[src/rtl/sw_reader.sv]
// sw_reader: synchronizes and debounces the active-low switch bank into active-high levels,
// press pulses and a handshaked event mask. Define SW_READER_RELEASE_EN for release pulses.
module sw_reader #(
   parameter int WIDTH           = 8,
   parameter int DEBOUNCE_CYCLES = 4,
   parameter int CNT_W           = $clog2(DEBOUNCE_CYCLES + 1)
) (
   input  logic             slowclk,
   input  logic             rst_n,
   input  logic [WIDTH-1:0] sw_in,
   output logic [WIDTH-1:0] sw_level,
   output logic [WIDTH-1:0] sw_press,
`ifdef SW_READER_RELEASE_EN
   output logic [WIDTH-1:0] sw_release,
`endif
   output logic             evt_valid,
   input  logic             evt_ready,
   output logic [WIDTH-1:0] evt_mask
);
   localparam logic [CNT_W-1:0] LP_LAST = CNT_W'(DEBOUNCE_CYCLES - 1);
   logic [WIDTH-1:0] r_s1, r_s2, r_level, r_press, r_mask;
   logic [CNT_W-1:0] r_cnt [WIDTH];
   logic [WIDTH-1:0] w_events;
   logic             w_valid;
`ifdef SW_READER_RELEASE_EN
   logic [WIDTH-1:0] r_release;
   assign w_events   = r_press | r_release;
   assign sw_release = r_release;
`else
   assign w_events = r_press;
`endif
   assign w_valid   = |r_mask;
   assign evt_valid = w_valid;
   assign evt_mask  = r_mask;
   assign sw_level  = r_level;
   assign sw_press  = r_press;
   always_ff @(posedge slowclk or negedge rst_n) begin
      if (!rst_n) begin
         r_s1    <= '0;
         r_s2    <= '0;
         r_level <= '0;
         r_press <= '0;
         r_mask  <= '0;
`ifdef SW_READER_RELEASE_EN
         r_release <= '0;
`endif
         for (int i = 0; i < WIDTH; i++) r_cnt[i] <= '0;
      end else begin
         r_s1   <= ~sw_in;
         r_s2   <= r_s1;
         // an event arriving in the handshake cycle survives into the next mask
         r_mask <= (w_valid && evt_ready ? '0 : r_mask) | w_events;
         for (int i = 0; i < WIDTH; i++) begin
            r_press[i] <= 1'b0;
`ifdef SW_READER_RELEASE_EN
            r_release[i] <= 1'b0;
`endif
            if (r_s2[i] == r_level[i]) begin
               r_cnt[i] <= '0;
            end else if (r_cnt[i] == LP_LAST) begin
               r_level[i] <= r_s2[i];
               r_press[i] <= r_s2[i];
`ifdef SW_READER_RELEASE_EN
               r_release[i] <= ~r_s2[i];
`endif
               r_cnt[i] <= '0;
            end else begin
               r_cnt[i] <= r_cnt[i] + 1'b1;
            end
         end
      end
   end
endmodule

[config.mk]
export PLATFORM = sky130hd
export DESIGN_NAME = sw_reader
export DESIGN_NICKNAME = d
export VERILOG_FILES = /design/src/rtl/sw_reader.sv
export SDC_FILE = /design/constraint.sdc
export NUM_CORES = 1
export LEC_CHECK = 0
export ABC_AREA = 0
export CAP_MARGIN = 20
export CORE_ASPECT_RATIO = 0.7
export CORE_MARGIN = 4
export CORE_UTILIZATION = 55
export DETAILED_ROUTE_END_ITERATION = 10
export PLACE_DENSITY_LB_ADDON = 0.05
export REMOVE_ABC_BUFFERS = 1
export SYNTH_ARGS = -nofsm -noshare
export SYNTH_HDL_FRONTEND = slang
export SYNTH_SLANG_ARGS = --single-unit
[constraint.sdc]
create_clock -name slowclk -period 2.14 [get_ports slowclk]
set_input_delay 0.428 -clock slowclk [delete_from_list [all_inputs] [get_ports slowclk]]
set_output_delay 0.428 -clock slowclk [all_outputs]
set_load 0.03 [all_outputs]
Word-level counts from Yosys, hierarchy flattened
Index checks and enable logic that the tools add are counted.
{"block": "op_classes", "addsub": 8, "mul": 0, "div": 0, "magnitude_cmp": 0, "n_eq_ne": 16, "shifts": 0, "muxes": 33, "n_bitwise": 10, "n_reduce_logical": 10}
{"op": "$mux 3", "count": 16}
{"op": "$add 3x1->3 const B", "count": 8}
{"op": "$eq 3x2->1 const B", "count": 8}
{"op": "$mux 1", "count": 16}
{"op": "$reduce_and 2->1", "count": 8}
{"op": "$eq 1x1->1", "count": 8}
{"op": "$mux 8", "count": 1}
{"op": "$not 1->1", "count": 8}
{"op": "$not 8->8", "count": 1}
{"op": "$or 8x8->8", "count": 1}
{"op": "$reduce_or 8->1", "count": 1}
{"op": "$logic_and 1x1->1", "count": 1}
{"block": "word_totals", "register_bits": 64, "latch_bits": 0, "ram_bits": 0, "rom_bits": 0, "input_bits": 11, "out_inout_bits": 25, "wordCells": 97, "mem_count": 0}

Logic depth before layout (Yosys ltp)
{"block": "depth", "depth_word": 4, "ltp_mapped": 3, "depth_no_buf": 3}

Worst setup path after synthesis
OpenSTA, ideal clock, no wires.
{"block": "synth_timing", "path_kind": "register to output", "startpoint": "register r_mask[0], in the netlist evt_mask[0]", "endpoint": "output evt_valid", "arrival_ps": 1003, "t_required_ps": 1712, "path_slack_ps": 709, "stages_incl_launch_ff": 3, "n_path_buf": 0, "path_cell_list": "dfrtp_1 -> nor4_1 -> nand2_1"}
{"block": "synth_between", "elab_chain_len": 1}
{"item": "start: declaration", "line_no": "21", "text": "logic [WIDTH-1:0] r_s1, r_s2, r_level, r_press, r_mask;"}
{"item": "start signal: assignment", "line_no": "52", "text": "r_mask <= (w_valid && evt_ready ? '0 : r_mask) | w_events;"}
{"item": "$reduce_or 8->1", "line_no": "32", "text": "assign w_valid = |r_mask;"}
{"item": "end: declaration", "line_no": "16", "text": "output logic evt_valid,"}
Every way passes these cells.

Worst setup path in the final report
{"block": "layout_timing", "startpoint": "register r_mask[4], in the netlist evt_mask[4]", "endpoint": "output evt_valid"}
Same word-level chain as after synthesis.

==> run summary <==
• **status** finished, final reports clean
• **via count of the first global-routing pass** 1303
• **post-synthesis sequential element count** 64
• **post-CTS resize count** 1
• **Post-Route WL** 3600 um
• **worst hold slack after final layout** 47.3 ps
• **fraction of layout cells with a size suffix above 1** 21.6%
• **total CTS buffers** 9
• **detailed-placement wirelength estimate** 2650 um
• **Clock Skew** 3.84 ps
• **maximum root-to-sink buffer count** 2
• **Area Overhead vs Synth** 26.3%
• **Vias** 1225
• **first-pass GRT wire length** 6380 um
• **DR WL/cell** 14.3 um
• **Internal Pwr Total** 0.00253 W
• **fraction of power spent switching nets** 31.0%
• **Clock Latency Late Sink** 330 ps
• **max-slew headroom at the worst pin** 68.7%
• **power per standard cell area** 1230 mW/mm^2
• **CP peak stage delay** 400 ps
• **maximum net fanout on the critical path** 3
• **count of final max-slew check failures** 0
• **number of cell rows** 19
• **crit path cell chain** nor4_1 -> nand2_1 -> dlygate4sd2_1
• **core area** 0.00404 sq mm
• **crit path DAT** 1590 ps
• **Setup TNS** 0 ps
• **Post-layout nets** 216
• **# Max-Cap Violations** 0
• **Switch Pwr** 0.00114 W
• **number of distinct library cells after synthesis** 16
• **warning count from the yosys run** 0
• **number of fill cells in the layout** 254
• **global-route congestion overflow total** 0
• **placer's final routability congestion estimate** 0.688
• **Hold Crit Class** in -> async
• **crit end category** output port
• **transition time at the pin with the least slew margin** 470 ps
• **drt drc** 0
• **routed length on met2** 1780 um
• **starting utilization of the core area** 58.5%
• **GRT Total Usage** 16.0%
• **netlist area before placement** 0.00236 sq mm
• **number of primary I/O pins** 36
• **sequential share of power** 44.3%
• **number of buffers added on ports** 35
• **Comb pwr share** 30.8%
• **routed metal-1 wirelength** 1550 um
• **met3 WL** 232 um
• **P_leak** 1.48 nW
• **worst reg2reg startpoint** r_cnt[12]$_DFF_PN0_
• **FF-to-FF path depth** 3
• **destination of the worst register-to-register timing path** sw_level[3]$_DFFE_PN0P_
• **maximum number of pins on one net before global-route repair** 28
• **antenna diode instance count** 0
• **part of the power in the clock network** 25.0%
• **count of clock tree sinks** 64
• **number of optimization iterations in the first detailed-route pass** 4
• **Critical Path Slowest Stage Cell** dfrtp_1
• **Critical Path Source Type** flip-flop
• **maximum frequency from static timing analysis** 495 MHz
• **number of buffers added to fix hold violations after cts** 0
• **1st-iter DRT viols** 28
• **worst vdd ir** 0.704 mV
• **vertical die dimension** 62.9 um
• **portion of the clock cycle consumed by the worst path in the final layout** 94.3%
• **Setup-failing EPs final** 0
• **CTS tree** yes
• **count of endpoints failing hold in the final timing report** 0
• **setup slack of the worst register-to-register path** 920 ps
• **buffer cell driving the clock tree root** clkbuf_8
• **setup repair after global routing missed its margin** no
• **maximum level of the CTS H-tree** 3
• **antenna violations before repair** 0
• **Worst EP required** 1710 ps
• **number of instances in the synthesized netlist** 148
• **final worst path period need** 2020 ps
• **type of the setup path with the least slack** reg -> out
• **portion of the post-synthesis area used by sequential elements** 67.7%
• **DR vias/cell** 4.88
• **Clk pin slew, worst setup/hold paths** 60 ps
• **ANT nets after route** 0
• **# Post-CTS Setup Buffers** 0
• **die footprint** 0.00543 sq mm
• **Top Metal Used** met4
• **mean area per synthesized cell** 16.0 sq um
• **die width** 86.4 um
[power groups by stage]
| stage | sequential, W | clock, W | combinational (W) |
|---|---|---|---|
| final | 0.00163 | 0.000918 | 0.00113 |
| after global routing | 0.00167 | 0.00102 | 0.00124 |
| after CTS | 0.00163 | 0.000951 | 0.00116 |
| after detailed placement | 0.00165 | 0 | 0.00115 |
| after global placement | 0.00163 | 0 | 0.00111 |
| after floorplan | 0.00183 | 0 | 0.000530 |
[synthesized netlist by cell type]
| master | number | share of area (%) |
|---|---|---|
| and3b_2 | 5 | 2.1 |
| mux2_2 | 3 | 1.4 |
| ha_1 | 8 | 4.2 |
| nor3b_2 | 10 | 5.3 |
| nor3b_1 | 3 | 0.95 |
| nor3_1 | 8 | 1.7 |
| nor2b_1 | 3 | 0.79 |
| nor4_1 | 2 | 0.53 |
| dfrtp_1 | 64 | 68 |
| nand2_1 | 1 | 0.16 |
| a21o_1 | 8 | 2.5 |
| mux2_1 | 5 | 2.4 |
| and3b_1 | 3 | 1.1 |
| inv_1 | 9 | 1.4 |
| xnor2_1 | 8 | 3.0 |
| nor2b_4 | 8 | 4.7 |
[per-stage QoR]
stage               power (W)  utilization, %  instance area [sq um]  setup slack, ps  std cells
floorplan             0.00236               -                   2360              709        148
global placement      0.00273            69.5                   2810              248        238
detailed placement    0.00280            69.5                   2810              233        238
CTS                   0.00374            73.9                   2990              108        251
global route          0.00392            73.9                   2990             14.9        251
finish                0.00367            73.9                   2990              122        251
[worst max-delay path: cells and delay by family (launching register included)]
kind / cells / cell delay (ps)
and+or+nand+nor: 2 / 490
DFF: 1 / 400
buffers and inverters: 1 / 370
[per-layer routing]
metal,GRT usage [%],vias to the layer above
met5,0,-
met4,7.59,0
met3,7.91,5
met2,24.2,28
met1,19.1,591
li1,-,601
[area by class of cell]
type                    instances  area (sq um)  share of cell area (%)
clock buffers                  13           179                    5.99
inverters                       9          33.8                    1.13
multi-input cells              75           729                    24.4
flip-flops and latches         64          1600                    53.6
well taps                      52          65.1                    2.18
repair buffers                 38           379                    12.7
[cell usage in the layout (no fill, tap or decap)]
master           count
buf_12               1
nor3_1               8
nor2b_1              3
ha_1                 8
nor3b_2             10
clkbuf_8            13
buf_2                1
xnor2_1              8
a21o_1               8
nor4_1               2
dlygate4sd2_1        1
mux2_2               3
nor3b_1              3
buf_4                2
mux2_1               5
and3b_1              3
inv_1                9
nand2_1              1
dfrtp_1             64
clkdlybuf4s50_1     33
nor2b_4              8
and3b_2              5
[registers in the layout, indices dropped and copies added, names as in the netlist]
signal and cells:
r_s2 8, sw_level 8, r_cnt 24, evt_mask 8, sw_press 8, r_s1 8
[cell families (layout without fill, tap and decap cells)]
kind of cell,after synthesis,after routing,synth area share [%]
adders and majority gates,8,8,4.23
DFF,64,64,67.7
AOI/OAI and AO/OA,8,8,2.54
and+or+nand+nor,43,43,17.3
xor gates and xnor gates,8,8,2.96
buffers and inverters,9,60,1.43
muxes,8,8,3.81
[how the worst max path moves through the flow]
stage / start / end / slack, ps
3_5_place_dp: evt_mask[4]$_DFF_PN0_ / evt_valid / 230
3_3_place_gp: evt_mask[4]$_DFF_PN0_ / evt_valid / 250
5_1_grt: evt_mask[4]$_DFF_PN0_ / evt_valid / 10
4_1_cts: evt_mask[4]$_DFF_PN0_ / evt_valid / 110
2_1_floorplan: evt_mask[0]$_DFF_PN0_ / evt_valid / 710
6_report: evt_mask[4]$_DFF_PN0_ / evt_valid / 120
No activity file was read; power rests on OpenSTA's default activity.
